$ cat config.mk
export PLATFORM = sky130hd
export DESIGN_NAME = debounce_scan_scheduler
export DESIGN_NICKNAME = d
export VERILOG_FILES = /design/src/rtl/debounce_pkg.sv /design/src/rtl/debounce_tick_gen.sv /design/src/rtl/debounce_scan_scheduler.sv
export SDC_FILE = /design/constraint.sdc
export NUM_CORES = 1
export LEC_CHECK = 0
export CORE_MARGIN = 4
export CORE_UTILIZATION = 30
export DETAILED_ROUTE_END_ITERATION = 6
export GPL_TIMING_DRIVEN = 0
export PLACE_DENSITY = 0.46
export SLEW_MARGIN = 20
export SYNTH_ARGS = -nofsm -noshare
export SYNTH_HDL_FRONTEND = slang
export SYNTH_SLANG_ARGS = --single-unit
$ cat constraint.sdc
create_clock -name clk -period 2.2 [get_ports clk]
set_input_delay 0.22 -clock clk [delete_from_list [all_inputs] [get_ports clk]]
set_output_delay 0.22 -clock clk [all_outputs]
set_load 0.02 [all_outputs]
$ cat src/rtl/debounce_pkg.sv
// Shared helpers for the debouncer family.
// Provides clog2_min1() and the index/count widths for the default configuration.
package debounce_pkg;

  // Smallest w with 2**w >= n, never less than 1 (safe as a vector width)
  function automatic int unsigned clog2_min1(input int unsigned n);
    int unsigned w;
    w = 0;
    for (int unsigned i = 0; i < 32; i++) begin
      if ((64'd1 << i) < 64'(n)) w = i + 1;
    end
    return (w == 0) ? 1 : w;
  endfunction

  localparam int unsigned NUM_CH_DEF   = 4;
  localparam int unsigned DELAY_DEF    = 16;
  localparam int unsigned TICK_DIV_DEF = 1;
  localparam int unsigned IW = clog2_min1(NUM_CH_DEF);
  localparam int unsigned CW = clog2_min1(DELAY_DEF);

endpackage

$ cat src/rtl/debounce_tick_gen.sv
// Scan-step prescaler: counts 0..TICK_DIV-1 while enabled and flags the wrap cycle.
// Ports: clk, rst_n (async active-low), enable (freeze when 0), step_c (combinational step strobe).
module debounce_tick_gen
  import debounce_pkg::*;
#(
  parameter int unsigned TICK_DIV = 1
) (
  input  logic clk,
  input  logic rst_n,
  input  logic enable,
  output logic step_c
);

  localparam int unsigned PW = clog2_min1(TICK_DIV);
  localparam logic [PW-1:0] LAST = PW'(TICK_DIV - 1);

  logic [PW-1:0] pre;

  // Prescaler counter, held while disabled
  always_ff @(posedge clk or negedge rst_n) begin
    if (!rst_n) begin
      pre <= '0;
    end else if (enable) begin
      pre <= (pre == LAST) ? '0 : pre + PW'(1);
    end
  end

  assign step_c = enable && (pre == LAST);

endmodule

$ cat src/rtl/debounce_scan_scheduler.sv
// Time-multiplexed debouncer: one shared counter datapath serves NUM_CH inputs,
// visited round-robin one channel per scan step. Debounced edges are reported
// through a single-entry valid/ready event slot.
// Ports: clk, rst_n (async active-low), enable, din[NUM_CH] (raw),
//        dout[NUM_CH] (debounced), event_valid/event_ready/event_chan/event_level,
//        busy_stall (a commit is waiting for the event slot).
module debounce_scan_scheduler
  import debounce_pkg::*;
#(
  parameter  int unsigned NUM_CH   = 4,
  parameter  int unsigned DELAY    = 16,
  parameter  int unsigned TICK_DIV = 1,
  localparam int unsigned IW       = clog2_min1(NUM_CH),
  localparam int unsigned CW       = clog2_min1(DELAY)
) (
  input  logic              clk,
  input  logic              rst_n,
  input  logic              enable,
  input  logic [NUM_CH-1:0] din,
  output logic [NUM_CH-1:0] dout,
  output logic              event_valid,
  input  logic              event_ready,
  output logic [IW-1:0]     event_chan,
  output logic              event_level,
  output logic              busy_stall
);

  logic [NUM_CH-1:0] sync1;
  logic [NUM_CH-1:0] sync2;
  logic [CW-1:0]     cnt [NUM_CH];
  logic [IW-1:0]     idx;

  logic          tick_c;
  logic          visit_c;
  logic          diff_c;
  logic          at_max_c;
  logic          slot_free_c;
  logic          commit_c;
  logic          blocked_c;
  logic          advance_c;
  logic [CW-1:0] cur_c;

  debounce_tick_gen #(
    .TICK_DIV(TICK_DIV)
  ) u_tick (
    .clk   (clk),
    .rst_n (rst_n),
    .enable(enable),
    .step_c(tick_c)
  );

  // Step decode for the channel under the scan index.
  // A stalled commit retries every cycle regardless of the prescaler.
  always_comb begin
    cur_c       = cnt[idx];
    visit_c     = enable & (tick_c | busy_stall);
    diff_c      = sync2[idx] ^ dout[idx];
    at_max_c    = (cur_c == CW'(DELAY - 1));
    slot_free_c = ~event_valid | event_ready;
    commit_c    = visit_c & diff_c & at_max_c & slot_free_c;
    blocked_c   = visit_c & diff_c & at_max_c & ~slot_free_c;
    advance_c   = visit_c & ~blocked_c;
  end

  // Synchronizers, count storage, scan index and event slot
  always_ff @(posedge clk or negedge rst_n) begin
    if (!rst_n) begin
      sync1       <= '0;
      sync2       <= '0;
      dout        <= '0;
      idx         <= '0;
      busy_stall  <= 1'b0;
      event_valid <= 1'b0;
      event_chan  <= '0;
      event_level <= 1'b0;
      for (int i = 0; i < NUM_CH; i++) cnt[i] <= '0;
    end else begin
      sync1      <= din;
      sync2      <= sync1;
      busy_stall <= blocked_c;

      if (advance_c) begin
        idx <= (idx == IW'(NUM_CH - 1)) ? '0 : idx + IW'(1);
        if (!diff_c) begin
          cnt[idx] <= '0;
        end else if (!at_max_c) begin
          cnt[idx] <= cur_c + CW'(1);
        end else begin
          cnt[idx]  <= '0;
          dout[idx] <= ~dout[idx];
        end
      end

      // A commit may refill the slot in the same cycle the old event leaves
      if (commit_c) begin
        event_valid <= 1'b1;
        event_chan  <= idx;
        event_level <= ~dout[idx];
      end else if (event_valid && event_ready) begin
        event_valid <= 1'b0;
      end
    end
  end

endmodule
### Yosys cells after proc, flatten, opt, wreduce, memory -nomap -nowiden

Index checks and enable logic that the tools add are counted.

| storage, ports and cells | value |
|---|---|
| register bits after elaboration | 36 |
| bits in latches | 0 |
| RAM bits | 0 |
| bits in read-only memories | 0 |
| input port bits | 8 |
| output and inout bits | 9 |
| logic and storage cells | 64 |
| memories kept | 0 |

| cells by class | value |
|---|---|
| $add $sub $neg | 3 |
| $mul | 0 |
| div/mod/pow operators | 0 |
| magnitude comparators | 4 |
| eq/ne operators | 2 |
| shifts and indexed selects | 0 |
| mux-type cells | 19 |
| bitwise gates (word level) | 17 |
| reduce and logical (&&, ||, !) cells | 6 |

Operators with widths:

| operator | count |
|---|---|
| two-way mux 16 bit | 2 |
| bitwise AND 16 bit | 1 |
| bitwise mux 16 bit | 1 |
| NOT 16 bit | 1 |
| two-way mux 4 bit | 3 |
| binary-select mux 4 bit (select 2 bit) | 1 |
| demux 4 bit (select 2 bit) | 1 |
| bitwise AND 1 bit | 6 |
| two-way mux 1 bit | 6 |
| NOT 1 bit | 5 |
| adder 4 x 1 -> 4 bit (second input constant) | 1 |
| binary-select mux 1 bit (select 2 bit) | 2 |
| bitwise mux 4 bit | 1 |
| == test 4 bit (second input constant) | 1 |
| logical AND 1 bit | 4 |
| greater-or-equal comparator 3 bit (second input constant) | 1 |
| less-than comparator 2 x 3 -> 1 bit (second input constant) | 1 |
| less-than comparator 3 x 1 -> 1 bit (second input constant) | 1 |
| NOT 2 -> 3 bit | 1 |
| AND reduction 3 bit | 1 |
| adder 2 x 1 -> 2 bit (second input constant) | 1 |
| demux 1 bit (select 2 bit) | 1 |
| == test 2 bit (second input constant) | 1 |
| greater-or-equal comparator 2 x 1 -> 1 bit (second input constant) | 1 |
| 5 further kinds | 6 |

### Depth between registers and ports, before layout

| logic depth | value |
|---|---|
| word-level depth | 10 |
| gate-level depth with buffers | 7 |
| gate-level depth less buffers | 6 |

### Modules after synthesis

A second synthesis with hierarchy kept.

| unflattened totals | value |
|---|---|
| cells, all modules | 113 |
| area, all modules | 1700.4 µm² |

By module, submodules not included:

| module | times used | cells an instance | area an instance (µm²) | seq. area each (µm²) |
|---|---|---|---|---|
| debounce_scan_scheduler | 1 | 112 | 1692.9 | 875.8 |
| debounce_tick_gen | 1 | 1 | 7.5 | 0.0 |

### Least setup slack after synthesis

No wires, ideal clock.

| timing path | value |
|---|---|
| path type | register -> register |
| start point | register idx[0] |
| end point | register event_chan[0] |
| setup time | 125 ps |
| data arrival time | 2219 ps |
| required time | 2075 ps |
| path slack | -144 ps |
| cell stages (with the launch flop) | 8 |
| path buffers | 1 |
| period minus slack after synthesis | 2344 ps |
| cells stage by stage | dfrtp_1 buf_6 mux4_1 ha_1 and2_1 and4_2 nand2_1 mux2_2 |

| between the ends | value |
|---|---|
| cells in the longest elaborated chain, start to end | 7 |
| elaborated cells on any way between the ends | 13 |
| classes of those cells | 1 x eq/ne; 7 x mux; 5 x bitwise |

RTL lines:

| element | RTL line | source |
|---|---|---|
| start: declaration | debounce_scan_scheduler.sv:31 | `logic [IW-1:0] idx;` |
| start signal: assignment | debounce_scan_scheduler.sv:83 | `idx <= (idx == IW'(NUM_CH - 1)) ? '0 : idx + IW'(1);` |
| NOT 2 -> 3 bit (not written as such) | debounce_scan_scheduler.sv:55 | `cur_c = cnt[idx];` |
| binary-select mux 4 bit (select 2 bit) | debounce_scan_scheduler.sv:55 |  |
| two-way mux 4 bit (not written as such) (2 in series) | debounce_scan_scheduler.sv:55 |  |
| == test 4 bit | debounce_scan_scheduler.sv:58 | `at_max_c = (cur_c == CW'(DELAY - 1));` |
| bitwise AND 1 bit (2 in series) | debounce_scan_scheduler.sv:60 | `commit_c = visit_c & diff_c & at_max_c & slot_free_c;` |
| end signal: assignment | debounce_scan_scheduler.sv:97 | `event_chan <= idx;` |
| end: declaration | debounce_scan_scheduler.sv:23 | `output logic [IW-1:0] event_chan,` |

Several ways; a longest one is shown, not always the timed one. The select of a mux whose other input is x is not followed.
A chain may end at the register's enable or synchronous reset.

### Final worst setup path

| timing path | value |
|---|---|
| start point | register idx[0] |
| end point | register cnt[5] (netlist bit) |

| between the ends | value |
|---|---|
| cells in the longest elaborated chain, start to end | 9 |
| elaborated cells on any way between the ends | 26 |
| classes of those cells | 1 x add/sub; 2 x order compare; 1 x eq/ne; 12 x mux; 9 x bitwise; 1 x reduce/logical |

RTL lines:

| element | RTL line | source |
|---|---|---|
| parallel branches: the longest is 9 deep, another holds adder 4 x 1 -> 4 bit | n/a |  |
| end signal: indexed assignment | debounce_scan_scheduler.sv:87 | `cnt[idx] <= cur_c + CW'(1);` |
| end: declaration | debounce_scan_scheduler.sv:30 | `logic [CW-1:0] cnt [NUM_CH];` |

Parallel ways; which one is timed is not known. The select of a mux whose other input is x is not followed.

==> flow_summary.json <==
{
  "startpoint_type": "flop",
  "worstMarginPinSlew_ps": 569,
  "clkTransAtPathRegs_ps": 70,
  "slew_viol_final": 0,
  "syn_inst": 112,
  "yosys-top-cells-area": "dfrtp_1, mux2_2, mux4_1",
  "crit_required_ps": 2370,
  "finalWirelength_mm": 3.57,
  "leakagePower_nw": 1.01,
  "grt_pass1_vias": 1078,
  "cts_tree": "built",
  "peakVddDrop_v": 0.000361,
  "worstSkewPairLatency_ps": 280,
  "rsz0062_at_grt": "true",
  "period_minus_slack_ps": 2300,
  "ctsHtreeMaxLevel": 2,
  "grt_pass1_wl_mm": 5.82,
  "post-route-period-util_pct": 105,
  "worstPathArrival_ps": 2470,
  "chipWidth_um": 83.3,
  "ys_seq_area_share_pct": 51.4,
  "n_antenna_cell": 0,
  "cts_root_buffer": "clkbuf_8",
  "yosysUniqueCellTypes": 29,
  "power_per_cell_area_nw_per_um2": 1180,
  "numPortBuffers": 16,
  "slew_headroom_pct": 62.1,
  "place_congestion": 0.696,
  "syn_area_um2": 1700,
  "fin_ws_ps": -99.9,
  "core_um2": 5510,
  "overflow": 0,
  "syn_nets": 125,
  "async_flop_share_pct": 100,
  "synth_seq_cells": 35,
  "dr.pass1.iters": 6,
  "dp_cells": 201,
  "fin_setup_tns_ps": -1260,
  "start_util_pct": 30.9,
  "endpoint_kind": "flop",
  "nNetsFinal": 159,
  "viasPerCell": 4.74,
  "path_cells": "buf_6 -> mux4_2 -> xnor2_4 -> o311ai_4 -> mux2_4",
  "grt_usage_pct": 10.8,
  "critPathMaxStageDelay_ps": 590,
  "setup_viol": 21,
  "yosysTopAreaCellShare_pct": 51.4,
  "min_path_type": "reg2reg",
  "yosys.area.top_type": "dfrtp_1",
  "vias": 1039,
  "avgSynthCellArea_um2": 15.2,
  "clockBufferDepth": 2,
  "io_pins": 17,
  "routedWlPerCell_um": 16.3,
  "yosys_warnings": 0,
  "failed_checks": "negative setup slack",
  "cts-buffers-inserted": 5,
  "dpl_worst_slack_ps": -331,
  "cts_num_sinks": 35,
  "rows": 27,
  "synth-main-ff-cell": "dfrtp_1",
  "status": "finished, violations left",
  "place_hpwl_mm": 2.43,
  "synth_edf_count": 0,
  "finClkSkew_ps": 3.40,
  "finalNonFillerCells": 219,
  "drc": 0,
  "nFillCells": 513,
  "die_y_um": 83.3,
  "maxCapViolCount": 0,
  "antenna_found_initial": 0,
  "grt_max_degree": 20,
  "dieArea_um2": 6950,
  "layout-drive-gt1-share_pct": 42.9,
  "drt_iter0_markers": 24,
  "syn2layout_area_growth_pct": 34.3,
  "slowest_stage": "mux4_2",
  "antenna_left": 0,
  "cp_max_fo": 6,
  "max_freq_ghz": 0.435,
  "final-hold-violation-count": 0,
  "crit_type": "reg2reg"
}
final cells by class:
cell class,count,area [µm²],area share (%)
sequential,35,876,38.3
multi-input combinational,71,875,38.2
tap,72,90.1,3.94
buffer,4,37.5,1.64
timing repair buffer,27,265,11.6
clock buffer,5,68.8,3.01
clock inverter,3,67.6,2.95
inverter,2,7.51,0.328
cells in the mapped netlist, types with 2 or more instances:
cell type / number
nand4_1: 4
and3_2: 2
ha_1: 5
nand3_1: 6
mux4_1: 4
dfrtp_1: 35
mux2_2: 21
nand2_1: 3
o311ai_2: 3
o2bb2ai_1: 4
buf_6: 2
inv_1: 2
nor2_1: 3
xor2_1: 2
mux4_2: 2
where the power goes:
group	internal [W]	switching (W)	total, W
clock	0.000452	0.000237	0.000689
sequential	0.000767	0.0000679	0.000835
combinational	0.000618	0.000563	0.00118
total	0.00184	0.000868	0.00270
worst paths after layout:
path                               start       end  slack, ps  cells past startpoint
worst max-delay path              idx[0]    cnt[5]       -100                      5
worst min-delay path            sync1[2]  sync2[2]        350                      0
worst max register to register    idx[0]    cnt[5]       -100                      5
worst min register to register  sync1[2]  sync2[2]        350                      0
max in group asynchronous          rst_n  sync2[2]       1360                      3
min in group asynchronous          rst_n    cnt[7]        400                      2
through the flow:
step | utilization (%) | hold slack [ps] | instance area [µm²] | power [W]
3_3_place_gp | 35.6 | 335 | 1960 | 0.00175
4_1_cts | 40.7 | 352 | 2240 | 0.00265
6_report | 41.5 | 350 | 2290 | 0.00270
3_5_place_dp | 36.0 | 180 | 1980 | 0.00177
5_1_grt | 41.5 | 353 | 2290 | 0.00288
2_1_floorplan | - | -75.6 | 1710 | 0.00155
kinds of logic (layout without fill, tap and decap cells):
family | Yosys count | in the layout | synth area share [%]
xor gates and xnor gates | 4 | 4 | 3.16
DFF | 35 | 35 | 51.4
adders and majority gates | 5 | 5 | 3.67
buffers and inverters | 6 | 41 | 2.50
muxes | 29 | 29 | 24.0
AOI/OAI and AO/OA | 10 | 10 | 7.20
and+or+nand+nor | 23 | 23 | 8.08
worst max-delay path, delay by kind of cell, from the launching register on:
kind | cells | cell delay, ps
buf+inv | 1 | 150
compound gates | 1 | 470
xor+xnor | 1 | 240
flops | 1 | 380
mux | 2 | 930
registers in the layout (all words and copies together), names as in the netlist:
| register | cells |
|---|---|
| busy_stall | 1 |
| event_level | 1 |
| cnt | 16 |
| sync2 | 4 |
| sync1 | 4 |
| event_chan | 2 |
| event_valid | 1 |
| idx | 2 |
| dout | 4 |
layout by cell type, fill, tap and decap left out, drive strengths merged:
master	count
o311ai	4
nor3	1
and2	1
nand2b	1
ha	5
nor2	3
o31ai	1
nand3	7
mux2	22
dlygate4sd3	1
o2bb2ai	4
and3	2
mux2i	1
mux4	6
nand4	4
inv	2
bufinv	2
xor2	2
buf	13
xnor2	2
nand2	3
o21ai	1
clkdlybuf4s50	15
dfrtp	35
and4	1
clkbuf	7
clkinvlp	1
what timing repair did:
item,4_1_cts,5_1_grt
pin swaps,3,4
gates cloned,1,0
buffers inserted,6,3
resized for setup,12,9
hold buffers,1,0
hold endpoints to repair,16,0
setup endpoints to repair,24,22
layer usage:
layer	part of all wire, %	global-route usage (%)
met3	3.6	3.17
met1	45	13.8
met2	49	17.6
met5	0	0
met4	2.3	3.12
No activity file was read; power rests on OpenSTA's default activity.
